**config.mk**
```make
export PLATFORM = sky130hd
export DESIGN_NAME = cordic_ctrl_flat
export DESIGN_NICKNAME = d
export VERILOG_FILES = /design/src/rtl/cordic_pkg.sv /design/src/rtl/cordic_ctrl_if.sv /design/src/rtl/cordic_ctrl.sv /design/src/flat_wrapper.sv
export SDC_FILE = /design/constraint.sdc
export NUM_CORES = 1
export LEC_CHECK = 0
export BUFFER_PORTS_ARGS = -buffer_cell sky130_fd_sc_hd__buf_2
export CAP_MARGIN = 40
export CORE_AREA = 2 2 39 41
export DETAILED_ROUTE_END_ITERATION = 8
export DIE_AREA = 0 0 41 43
export PLACE_DENSITY_LB_ADDON = 0.05
export SYNTH_ARGS = -nofsm -noshare
export SYNTH_HDL_FRONTEND = slang
export SYNTH_SLANG_ARGS = --single-unit
```
**constraint.sdc**
```tcl
create_clock -name clk -period 1.2 [get_ports clk]
set_input_delay 0.06 -clock clk [delete_from_list [all_inputs] [get_ports clk]]
set_output_delay 0.06 -clock clk [all_outputs]
set_load 0.005 [all_outputs]
```
**src/rtl/cordic_pkg.sv**
```systemverilog
// ============================================================================
// Module      : cordic_pkg
// Description : Shared types and control-word bit indices for the CORDIC
//               sequencing controller.
// Revision    : 1.0 - initial release
// ============================================================================
`default_nettype none

package cordic_pkg;

   typedef enum logic [2:0] {
      ST_IDLE = 3'd0,
      ST_ITER = 3'd1,
      ST_WR_X = 3'd2,
      ST_WR_Y = 3'd3,
      ST_HOLD = 3'd4
   } cordic_ctrl_state_t;

   // Bit positions inside the core control word c[8:1]; c[3], c[4] are reserved
   localparam int C_LOAD_SEL = 1;
   localparam int C_LR_EN    = 2;
   localparam int C_MID_SEL  = 5;
   localparam int C_X_EN     = 6;
   localparam int C_Y_EN     = 7;
   localparam int C_ANG_EN   = 8;

endpackage

`default_nettype wire

```
**src/rtl/cordic_ctrl_if.sv**
```systemverilog
// ============================================================================
// Module      : cordic_ctrl_if
// Description : Handshake and core-control bundle of the CORDIC controller.
//               CORDIC_CTRL_ABORT_EN adds the abort input.
// Revision    : 1.0 - initial release
// ============================================================================
`default_nettype none

interface cordic_ctrl_if #(
   parameter int N = 7
);

   logic                 in_valid;
   logic                 in_ready;
   logic                 out_valid;
   logic                 out_ready;
   logic                 busy;
   logic [8:1]           c;
   logic [$clog2(N)-1:0] cnt;
`ifdef CORDIC_CTRL_ABORT_EN
   logic                 abort;

   modport master (
      input  in_valid, out_ready, abort,
      output in_ready, out_valid, busy, c, cnt
   );

   modport slave (
      output in_valid, out_ready, abort,
      input  in_ready, out_valid, busy, c, cnt
   );
`else
   modport master (
      input  in_valid, out_ready,
      output in_ready, out_valid, busy, c, cnt
   );

   modport slave (
      output in_valid, out_ready,
      input  in_ready, out_valid, busy, c, cnt
   );
`endif

endinterface

`default_nettype wire

```
**src/rtl/cordic_ctrl.sv**
```systemverilog
// ============================================================================
// Module      : cordic_ctrl
// Description : Sequencer for the iterative CORDIC core: load, N iterations,
//               X/Y capture, then hold the result until it is accepted.
//               CORDIC_CTRL_ABORT_EN enables the synchronous abort input.
// Revision    : 1.0 - initial release
// ============================================================================
`default_nettype none

module cordic_ctrl
   import cordic_pkg::*;
#(
   parameter int N = 7
) (
   input  logic          clk,
   input  logic          rst,
   cordic_ctrl_if.master bus
);

   localparam int                CNT_W      = $clog2(N);
   localparam logic [CNT_W-1:0]  C_CNT_LAST = CNT_W'(N - 1);
   localparam logic [CNT_W-1:0]  C_CNT_PEN  = CNT_W'(N - 2);
   localparam logic [CNT_W-1:0]  C_CNT_ONE  = CNT_W'(1);

   cordic_ctrl_state_t r_state;
   cordic_ctrl_state_t w_state_nxt;
   logic [CNT_W-1:0]   r_cnt;
   logic [CNT_W-1:0]   w_cnt_nxt;
   logic               w_abort;

`ifdef CORDIC_CTRL_ABORT_EN
   assign w_abort = bus.abort;
`else
   assign w_abort = 1'b0;
`endif

   // ------------------------------------------------------------------------
   // State and iteration-index registers
   // ------------------------------------------------------------------------
   always_ff @(posedge clk or negedge rst) begin
      if (!rst) begin
         r_state <= ST_IDLE;
         r_cnt   <= '0;
      end else begin
         r_state <= w_state_nxt;
         r_cnt   <= w_cnt_nxt;
      end
   end

   // ------------------------------------------------------------------------
   // Next-state and next-count decode
   // ------------------------------------------------------------------------
   always_comb begin
      w_state_nxt = r_state;
      w_cnt_nxt   = r_cnt;
      case (r_state)
         ST_IDLE: begin
            if (bus.in_valid && !w_abort) begin
               w_state_nxt = ST_ITER;
               w_cnt_nxt   = '0;
            end
         end
         ST_ITER: begin
            // The last shift amount N-1 is consumed by the WR_X/WR_Y pair
            if (r_cnt == C_CNT_PEN) begin
               w_state_nxt = ST_WR_X;
               w_cnt_nxt   = C_CNT_LAST;
            end else begin
               w_cnt_nxt   = r_cnt + C_CNT_ONE;
            end
         end
         ST_WR_X: begin
            w_state_nxt = ST_WR_Y;
            w_cnt_nxt   = C_CNT_LAST;
         end
         ST_WR_Y: begin
            w_state_nxt = ST_HOLD;
            w_cnt_nxt   = C_CNT_LAST;
         end
         ST_HOLD: begin
            if (bus.out_ready) begin
               w_state_nxt = ST_IDLE;
               w_cnt_nxt   = '0;
            end
         end
         default: begin
            w_state_nxt = ST_IDLE;
            w_cnt_nxt   = '0;
         end
      endcase

      if (w_abort && (r_state != ST_IDLE)) begin
         w_state_nxt = ST_IDLE;
         w_cnt_nxt   = '0;
      end
   end

   // ------------------------------------------------------------------------
   // Output decode; everything is forced quiet while reset is asserted
   // ------------------------------------------------------------------------
   always_comb begin
      bus.c         = '0;
      bus.in_ready  = 1'b0;
      bus.out_valid = 1'b0;
      bus.busy      = 1'b0;
      if (rst) begin
         bus.busy = (r_state != ST_IDLE);
         case (r_state)
            ST_IDLE: begin
               bus.in_ready = 1'b1;
               if (bus.in_valid && !w_abort) begin
                  bus.c[C_LOAD_SEL] = 1'b1;
                  bus.c[C_LR_EN]    = 1'b1;
                  bus.c[C_ANG_EN]   = 1'b1;
               end
            end
            ST_ITER: begin
               bus.c[C_LR_EN] = !w_abort;
            end
            ST_WR_X: begin
               bus.c[C_X_EN] = !w_abort;
            end
            ST_WR_Y: begin
               bus.c[C_MID_SEL] = !w_abort;
               bus.c[C_Y_EN]    = !w_abort;
            end
            ST_HOLD: begin
               bus.out_valid = !w_abort;
            end
            default: begin
               bus.c = '0;
            end
         endcase
      end
   end

   assign bus.cnt = r_cnt;

endmodule

`default_nettype wire

```
**src/flat_wrapper.sv**
```systemverilog
// flat-port wrapper written by rule: the top's interface ports become plain ports
module cordic_ctrl_flat import cordic_pkg::*;
#(
   parameter int N = 7
)
  (clk, rst, bus_in_valid, bus_out_ready, bus_in_ready, bus_out_valid, bus_busy, bus_c, bus_cnt);
  cordic_ctrl_if #(.N(N)) bus_i ();
  input  logic clk;
  input  logic rst;
  input wire logic [$bits(bus_i.in_valid)-1:0] bus_in_valid;
  input wire logic [$bits(bus_i.out_ready)-1:0] bus_out_ready;
  output wire logic [$bits(bus_i.in_ready)-1:0] bus_in_ready;
  output wire logic [$bits(bus_i.out_valid)-1:0] bus_out_valid;
  output wire logic [$bits(bus_i.busy)-1:0] bus_busy;
  output wire logic [$bits(bus_i.c)-1:0] bus_c;
  output wire logic [$bits(bus_i.cnt)-1:0] bus_cnt;
  assign bus_i.in_valid = bus_in_valid;
  assign bus_i.out_ready = bus_out_ready;
  assign bus_in_ready = bus_i.in_ready;
  assign bus_out_valid = bus_i.out_valid;
  assign bus_busy = bus_i.busy;
  assign bus_c = bus_i.c;
  assign bus_cnt = bus_i.cnt;
  cordic_ctrl #(.N(N)) u_core (.clk(clk), .rst(rst), .bus(bus_i));
endmodule
```
==> results.md, run 1 <==
- Final worst-path setup slack: -0.1495 ns
- Worst setup EP type: primary output
- PortBufs: 15
- GPL Wtd Cong: about 0.69
- Synth warn: 0
- Worst setup SP type: register
- Layout cell share with drive strength beyond 1: 64.29%
- Synthesized area: approximately 440 um^2
- WHS: 0.002428 ns
- Final count of hold timing violations: 0
- Worst path arrival time: 1.29 ns
- Reg2reg end: u_core.bus.cnt[2]
- Violated checks: negative setup slack
- Fin Setup TNS: -1.099 ns
- Min-Delay Endpoint: u_core.r_state[2]
- Layout area overhead: 72.29%
- #FFs+latches synth: 6
- Starting Density: 31.65%
- Final Critical Period: between 1 and 1.5 ns
- Clock skew: 0.006958 ns
- Final Util: between 50% and 60%
- H-tree levels: 1
- CTS Buffer Depth: 2
- Largest net degree at the start of global routing: 8
- Hold wc startpoint: bus_out_ready
- CTS clk-pin slew, worst paths: ~0.050 ns
- N_diodes: 0
- RR Startpoint: u_core.r_state[2]
- Fmax achieved: between 0.7 and 0.8 GHz
- Die Span X: approximately 41 um
- # IOs: 18
- WL/cell: 12.16 um
- Hold WC Path Type: input port to register
- Place WS: -0.05138 ns
- Reg2Reg Depth: 3
- Vias/cell: 4.840
- Wire length of the first global-routing pass: 1828 um
- Synthesized area per cell: 8.758 um^2
- Synth cell types: 26
- Layout Nets: roughly 90
- CTS tree: done
- ANT nets after route: 0
- Worst hold path cell count: 2
- DR DRC count: 0
- Initial antenna violation count: 0
- Slew Viols, Final: 0
- Detailed Route Iter0 Violations: 6
- Sink Count: 6
- Cells after synthesis: 50
- Dpl hpwl: ~790 um
- Die H: 43 um
- Total CTS buffers: 3
- Core ar.: ~0.0014 mm^2
- Vias in the first global route: 428
- Worst Path Required: about 1.1 ns
- Router iterations before antenna repair: 2
- Crit share post-route: 112.5%
- Aggregate global-route resource usage: about 16%
- Root Driver: clkbuf_4
- Cell Area, Placed: 566.8 um^2
- PwrDens: around 2300 mW/mm^2
- Clock latency at the later pin of the worst-skew pair: 0.25 ns
- Worst VDD drop: 0.001313 V
- MaxCap Viol Count: 0
- Total power: ~1.8 mW
- Grt total ovfl: 0
- Num rows: 14
- Placed Cells: 84
- Unrepaired setup endpoints after global routing: true
- Sequential fraction of the synthesis area: 34.29%
- Crit path max fanout: 3
- Status: finished with violations
- DIE AREA: approximately 0.0018 mm^2
- Final cell count without fillers: 100
- Worst R2R Setup Slack: -0.07 ns
- LEAKAGE: between 0.3 and 0.4 nW
- WS Path Type: register to primary output
- Total number of vias: around 480
- Setup Viol. Count Final: 10
- Post-route cell area: roughly 750 um^2
- Final WL: between 1000 and 1500 um
[final cells by class]
| cell class | count | area [um^2] |
|---|---|---|
| fill | 145 | 629.4 |
| multi-input combinational | 36 | 297.8 |
| timing repair buffer | 37 | 254.0 |
| sequential | 6 | 152.6 |
| clock buffer | 3 | 22.52 |
| tap | 16 | 20.02 |
| inverter | 2 | 7.507 |
[worst max-delay path by stage]
stage	slack, ns	startpoint	endpoint	cells past startpoint
2_1_floorplan	-0.01	u_core.r_state[2]	u_core.bus.cnt[2]	3
3_3_place_gp	-0.05	u_core.r_state[2]	u_core.bus.cnt[2]	3
3_5_place_dp	-0.05	u_core.r_state[2]	u_core.bus.cnt[2]	3
4_1_cts	-0.15	u_core.r_state[1]	bus_c[7]	4
5_1_grt	-0.22	u_core.r_state[2]	bus_c[0]	5
6_report	-0.15	u_core.r_state[2]	bus_c[7]	5
[cell usage in the layout (no fill, tap or decap), types with 2 or more instances in the layout]
cell	instances
nor2_1	5
inv_1	2
nand2_1	2
dfrtp_1	4
buf_6	3
buf_2	15
buf_4	18
clkbuf_4	3
conb_1	2
nor3_2	2
dfrtp_2	2
nor2_4	2
[cell usage after synthesis]
cell	instances	area, um^2
conb_1	1	3.750
inv_1	2	7.510
and3_1	1	6.260
o22a_1	1	8.760
nand2b_1	1	6.260
buf_2	3	15.01
o22ai_1	1	6.260
a21oi_1	1	5.000
a311oi_1	1	8.760
nand2_1	3	11.26
nand2b_4	1	13.76
nor2_1	7	26.28
a2bb2oi_1	1	8.760
buf_4	4	30.03
nand3_1	1	5.000
ha_1	2	25.02
nor3_1	4	20.02
dfrtp_1	6	150.1
o32a_1	1	10.01
o31a_1	1	8.760
mux2_4	1	15.01
nor4bb_1	1	10.01
nor2b_1	2	12.51
and2_1	1	6.260
a21o_1	1	7.510
a32o_1	1	10.01
[worst max-delay path, stage by stage, from the launching register on]
cell and delay (ns):
dfrtp_1 0.40, buf_6 0.13, nand2b_4 0.15, nor3_4 0.11, and2_4 0.15, buf_2 0.10
[logic make-up after synthesis]
group / synth area share, %
buffers and inverters: 12.00
AND/OR/NAND/NOR: 26.86
adder cells (fa/ha/maj): 5.713
other: 0.8563
multiplexers: 3.428
AO/OA/AOI/OAI: 16.86
flip-flops: 34.28
[repair_timing]
action                     in CTS  in global routing
pin swaps                       1                  2
setup endpoints to repair      10                 12
hold endpoints to repair        6                  0
setup buffers                   7                  5
gates resized for setup         8                  9
hold buffers                    1                  0
[layer usage]
layer / global-route usage (%) / wire (um) / up-vias
li1: - / - / 242
met1: 20.20 / 520 / 224
met2: 23.13 / 613 / 14
met3: 7.853 / 71 / 4
met4: 4.000 / 10 / 0
met5: 0 / 0 / -
[report_power, final]
group          internal (mW)  switching (mW)
combinational          0.713           0.472
clock                  0.114          0.0823
sequential             0.295          0.0919
total                   1.12           0.647
[registers in the layout (all words and copies together), names as in the netlist]
signal          flops
u_core.r_state      3
u_core.bus.cnt      3
Note: power is estimated with default switching activity, not from simulation.
==> inputs of run 2 (changes only) <==
- ABC_AREA: unset -> 1
==> run 2 against run 1 <==
The run still ends with negative setup slack left. Global-route usage down 1.1 points. Via count fell by 5.0%. Critical path depth unchanged. Register-to-register slack gained 0.16 ns. Non-clock buffer count is 11 lower. Cell area down 13%. Sequential power up 12%. Die area did not move. Cell count grew 5.0%.
==> results.md, run 2 <==
- Status: finished with violations
- Violated checks: negative setup slack
- Most common cell after layout, fill and taps aside: buf_2
- Synth cell types: 16
- Final worst-path setup slack: -0.03714 ns
- Final count of hold timing violations: 0
- Crit share post-route: 103.1%
- Final cell count without fillers: 105
- Final WL: about 1000 um
- Top_reg_cell synth: dfrtp_1
- Clock latency at the later pin of the worst-skew pair: between 0.2 and 0.25 ns
- Worst hold path cell count: 4
- Hold WC Path Type: input port to register
- Clock skew: between 0.002 and 0.003 ns
- Layout cell share with drive strength beyond 1: between 40% and 50%
- N_diodes: 0
- LEAKAGE: approximately 0.38 nW
- Simple-Gate Fraction of Synth Area: a little over a third
- CTS Buffer Depth: 2
- GPL Wtd Cong: about 0.73
- Core ar.: 0.001384 mm^2
- Dpl hpwl: 718.1 um
- Most common cell in the synthesized netlist: nand2_1
- Layout Nets: 97
- Total CTS buffers: 3
- Unrepaired setup endpoints after global routing: true
- Vias/cell: around 4.4
- Router iterations before antenna repair: 3
- Worst Path Required: about 1.1 ns
- Setup Viol. Count Final: 5
- Synth top area cells: dfrtp_1 34%, nand2_1 14%, inv_1 9.4%
- CTS clk-pin slew, worst paths: about 0.040 ns
- Most frequent cells in the layout: 15 x buf_2, 13 x nand2_1, 10 x inv_1, 8 x buf_4, 5 x nor2_1
- Grt met2 use: between 20% and 30%
- Detailed Route Iter0 Violations: 4
- Reg2Reg Depth: 6
- Initial antenna violation count: 0
- Post-synthesis adder-cell area fraction: around 5.7%
- Synthesized area per cell: ~7.0 um^2
- Num rows: 14
- Fmax achieved: about 0.81 GHz
- Die Span X: between 40 and 50 um
- Wire length of the first global-routing pass: about 1800 um
- Largest net degree at the start of global routing: 8
- ANT nets after route: 0
- #FFs+latches synth: 6
- Placed Cells: 92
- WS Path Type: register to primary output
- Met1 Usage GRT: 20.00%
- Root Driver: clkbuf_4
- GRT busiest layer: met2
- # IOs: 18
- Worst setup EP type: primary output
- Aggregate global-route resource usage: between 10 and 15%
- Post-synthesis mux area share: 0%
- Met3 usage: 1.571%
- Crit path max fanout: 3
- Worst path arrival time: 1.18 ns
- PwrDens: 2553 mW/mm^2
- Worst setup SP type: register
- Final Critical Period: 1.237 ns
- Layout area overhead: 50.57%
- Grt total ovfl: 0
- Number of flops mapped to enable cells by yosys: 0
- Cells after synthesis: 63
- Commonest cells in the netlist: 16 x nand2_1, 11 x inv_1, 8 x nor2_1
- CTS tree: done
- Vias in the first global route: 445
- Worst VDD drop: about 0.0011 V
- Slew Viols, Final: 0
- WL/cell: a little under 10 um
- Total number of vias: 460
- Fin Setup TNS: -0.09197 ns
- PortBufs: 15
- Sequential fraction of the synthesis area: 34.29%
- Largest family of logic cells by synthesized area: simple AND/OR/NAND/NOR gates
- XOR/XNOR Fraction of Synth Area: 0%
- Synthesized area: 437.9 um^2
- Synth warn: 0
- Compound-Gate Fraction of Synth Area: roughly 6.6%
- MaxCap Viol Count: 0
- Yosys top cell by area: dfrtp_1
- H-tree levels: 1
- Starting Density: 31.65%
- DR DRC count: 0
- DIE AREA: about 0.0018 mm^2
- Top-area cell type share of the netlist area: between 30% and 40%
- Die H: 43 um
- Sink Count: 6
- Asr flop ratio synth: 100.0%
==> run 2: kinds of logic (layout without fill, tap and decap cells) <==
kind of cell | after synthesis | after routing
AO/OA/AOI/OAI | 5 | 5
adder cells (fa/ha/maj) | 2 | 2
buffers and inverters | 15 | 40
flip-flops | 6 | 6
AND/OR/NAND/NOR | 34 | 34
other | 1 | 2
==> run 2: routing by layer <==
layer,vias to the layer above,routed length (um)
met5,-,0
met4,0,12
met1,206,444
met3,2,58
met2,11,504
li1,241,-
==> run 2: worst paths after layout <==
kind                       slack [ns]           endpoint         startpoint
max                             -0.04           bus_c[1]  u_core.r_state[1]
max in group asynchronous        0.71  u_core.r_state[2]                rst
max reg2reg                      0.09  u_core.bus.cnt[0]  u_core.r_state[2]
min reg2reg                      0.53  u_core.bus.cnt[1]  u_core.bus.cnt[1]
min in group asynchronous        0.25  u_core.bus.cnt[2]                rst
min                              0.12  u_core.r_state[2]      bus_out_ready
==> run 2: power breakdown <==
group | internal [mW] | leakage, nW | switching [mW]
clock | 0.113 | 0.0138 | 0.0649
sequential | 0.306 | 0.0731 | 0.129
combinational | 0.545 | 0.297 | 0.526
total | 0.964 | 0.384 | 0.720
==> run 2: area by class of cell <==
| class | count | area (um^2) |
|---|---|---|
| Tap cell | 16 | 20.02 |
| Timing Repair Buffer | 26 | 167.7 |
| Fill cell | 148 | 724.4 |
| Clock buffer | 3 | 22.52 |
| Inverter | 11 | 41.29 |
| Multi-Input combinational cell | 43 | 255.2 |
| Sequential cell | 6 | 152.6 |
==> run 2: metrics by stage <==
step / utilization, % / cell area (um^2) / worst slack, ns / power, mW / hold WS [ns]
after global routing: 47.65 / 659.4 / -0.1256 / 1.880 / 0.1313
after detailed placement: 37.16 / 514.2 / 0.07813 / 1.148 / -0.09649
after floorplan: - / 441.7 / 0.1042 / 0.9262 / -0.2356
final: 47.65 / 659.4 / -0.03714 / 1.683 / 0.1237
after CTS: 44.21 / 611.8 / -0.04144 / 1.520 / 0.1207
after global placement: 37.16 / 514.2 / 0.07530 / 1.167 / -0.09149
==> run 2: critical path, stage by stage (launching register included) <==
cell	delay [ns]
dfrtp_1	0.41
buf_4	0.16
nor2_4	0.11
o21ai_1	0.07
nor2_1	0.08
buf_2	0.11
==> run 2: repair_timing <==
| action | CTS | global route |
|---|---|---|
| pin swaps | 1 | 2 |
| endpoints found under the hold margin | 6 | 0 |
| buffers inserted | 6 | 3 |
| gates resized for setup | 7 | 9 |
| hold buffers | 1 | 0 |
| endpoints found under the setup margin | 6 | 11 |
==> inputs of run 3 (changes only) <==
- HOLD_SLACK_MARGIN: unset -> 0.02
- MAX_ROUTING_LAYER: unset -> met4
- PLACE_DENSITY: unset -> 0.65
- PLACE_DENSITY_LB_ADDON: 0.05 -> unset
==> run 3 against run 2 <==
The run still ends with negative setup slack left. Non-clock buffer count is 2 lower. Flip-flop and latch count did not move. Die area did not move. Routed wire length shrank 1.8%. Cell count decreased by 1.9%. Global-route usage fell by 1.3 points. Clock-buffer cell count did not move. Sequential share of layout area is 0.50 points higher. Largest cell class unchanged. Largest power group unchanged. Highest routed layer is now met3.
==> results.md, run 3 (synthesis results as in run 2) <==
- Worst VDD drop: about 0.0015 V
- Net Sw Power: around 730 uW
- Most common cell after layout, fill and taps aside: buf_2
- Dpl hpwl: between 600 and 700 um
- Place WS: between 0.07 and 0.08 ns
- Crit-path cells: buf_4 > nor2_4 > o21ai_1 > nor2_1 > buf_2
- Die Span X: between 40 and 50 um
- Largest net degree at the start of global routing: 8
- Grt total ovfl: 0
- Cell family with most CP delay: flip-flops
- Cell Area, Placed: 506.7 um^2
- Crit path max fanout: 4
- Wire length of the first global-routing pass: around 1500 um
- Highest routed metal layer: met3
- Total power: 1.657 mW
- MaxCap Viol Count: 0
- Core ar.: roughly 0.0014 mm^2
- Final worst-path setup slack: -0.05773 ns
- WL met2: between 500 and 600 um
- Sequential group share of total power: between 20% and 30%
- PwrDens: 2547 mW/mm^2
- LEAKAGE: about 0.38 nW
- Vias/cell: 4.515
- Root Driver: clkbuf_4
- Final cell count without fillers: 103
- Clk pwr share: 11.0%
- Num rows: 14
- H-tree levels: 1
- Total number of vias: 465
- Initial antenna violation count: 0
- Placed Cells: between 90 and 100
- Starting Density: roughly a third
- CTS clk-pin slew, worst paths: approximately 0.05 ns
- Die H: roughly 43 um
- Sw Share: about 44%
- Post-route cell area: about 650 um^2
- Internal cell power: about 930 uW
- Router iterations before antenna repair: 5
- Crit share post-route: 104.8%
- Slew Viols, Final: 0
- Combinational power share: a little under two thirds
- Max stage delay on crit path: around 0.43 ns
- DR WL met3: ~76 um
- Fin Setup TNS: -0.1053 ns
- CTS Buffer Depth: 2
- # IOs: 18
- Layout cell share with drive strength beyond 1: 47.13%
- Final count of hold timing violations: 0
- WHS: ~0.13 ns
- Routed metal-1 wire length: 387 um
- Fmax achieved: ~0.8 GHz
- DR DRC count: 0
- Worst path arrival time: roughly 1.2 ns
- Status: finished with violations
- Setup Viol. Count Final: 3
- Clock latency at the later pin of the worst-skew pair: approximately 0.24 ns
- Worst setup EP type: primary output
- WS Path Type: register to primary output
- Violated checks: negative setup slack
- Total CTS buffers: 3
- Worst hold path cell count: 4
- N_diodes: 0
- WL/cell: slightly below 10 um
- Reg2Reg Depth: 7
- Worst path bufs/invs: 2
- Vias in the first global route: approximately 380
- Hold WC Path Type: input port to register
- Detailed Route Iter0 Violations: 9
- Layout area overhead: 48.57%
- Final WL: 1001 um
- PortBufs: 15
- Aggregate global-route resource usage: roughly 13%
- CP max-delay cell: dfrtp_2
- Sink Count: 6
- WP depth: 5
- CTS tree: done
- Most frequent cells in the layout: 15 x buf_2, 13 x nand2_1, 11 x inv_1, 7 x buf_4, 6 x nor2_1
- Layout Nets: 95
- Worst Path Required: 1.14 ns
- Clock skew: 0.005815 ns
- ANT nets after route: 0
- Worst setup SP type: register
- DIE AREA: 0.001763 mm^2
- Final Critical Period: roughly 1.3 ns
- GPL Wtd Cong: approximately 0.84
- Final Util: a little under half
- Unrepaired setup endpoints after global routing: true
-- run 3: worst min-delay path: stages --
cell,delay (ns)
buf_2,0.08
inv_1,0.04
nand3_2,0.11
nand2_1,0.05
-- run 3: power groups by stage --
stage	registers [mW]	logic (mW)	clock network, mW
finish	0.423	1.05	0.182
global route	0.438	1.18	0.205
CTS	0.416	0.924	0.190
detailed placement	0.435	0.683	0
global placement	0.434	0.685	0
floorplan	0.421	0.506	0
-- run 3: layout make-up --
| type | count | area, um^2 |
|---|---|---|
| Multi-Input combinational cell | 43 | 264.0 |
| Timing Repair Buffer | 24 | 148.9 |
| Clock buffer | 3 | 22.52 |
| Sequential cell | 6 | 153.9 |
| Fill cell | 140 | 733.2 |
| Tap cell | 16 | 20.02 |
| Inverter | 11 | 41.29 |
-- run 3: worst paths after layout --
kind	startpoint	slack, ns	end
max	u_core.r_state[2]	-0.06	bus_c[1]
min	bus_out_ready	0.13	u_core.r_state[2]
max reg2reg	u_core.r_state[0]	0.02	u_core.bus.cnt[2]
min reg2reg	u_core.bus.cnt[0]	0.50	u_core.bus.cnt[0]
max in group asynchronous	rst	0.71	u_core.bus.cnt[0]
min in group asynchronous	rst	0.24	u_core.r_state[2]
-- run 3: repair_timing --
item | in CTS | in global routing
resized for setup | 8 | 8
hold buffers | 1 | 0
hold endpoints to repair | 6 | 0
pin swaps | 3 | 4
endpoints found under the setup margin | 8 | 13
setup buffers | 7 | 1
-- run 3: routing by layer --
| metal | global-route usage, % | up-vias |
|---|---|---|
| met5 | - | - |
| met4 | 4.000 | 0 |
| met3 | 6.283 | 0 |
| met2 | 21.56 | 20 |
| met1 | 14.19 | 208 |
| li1 | - | 237 |
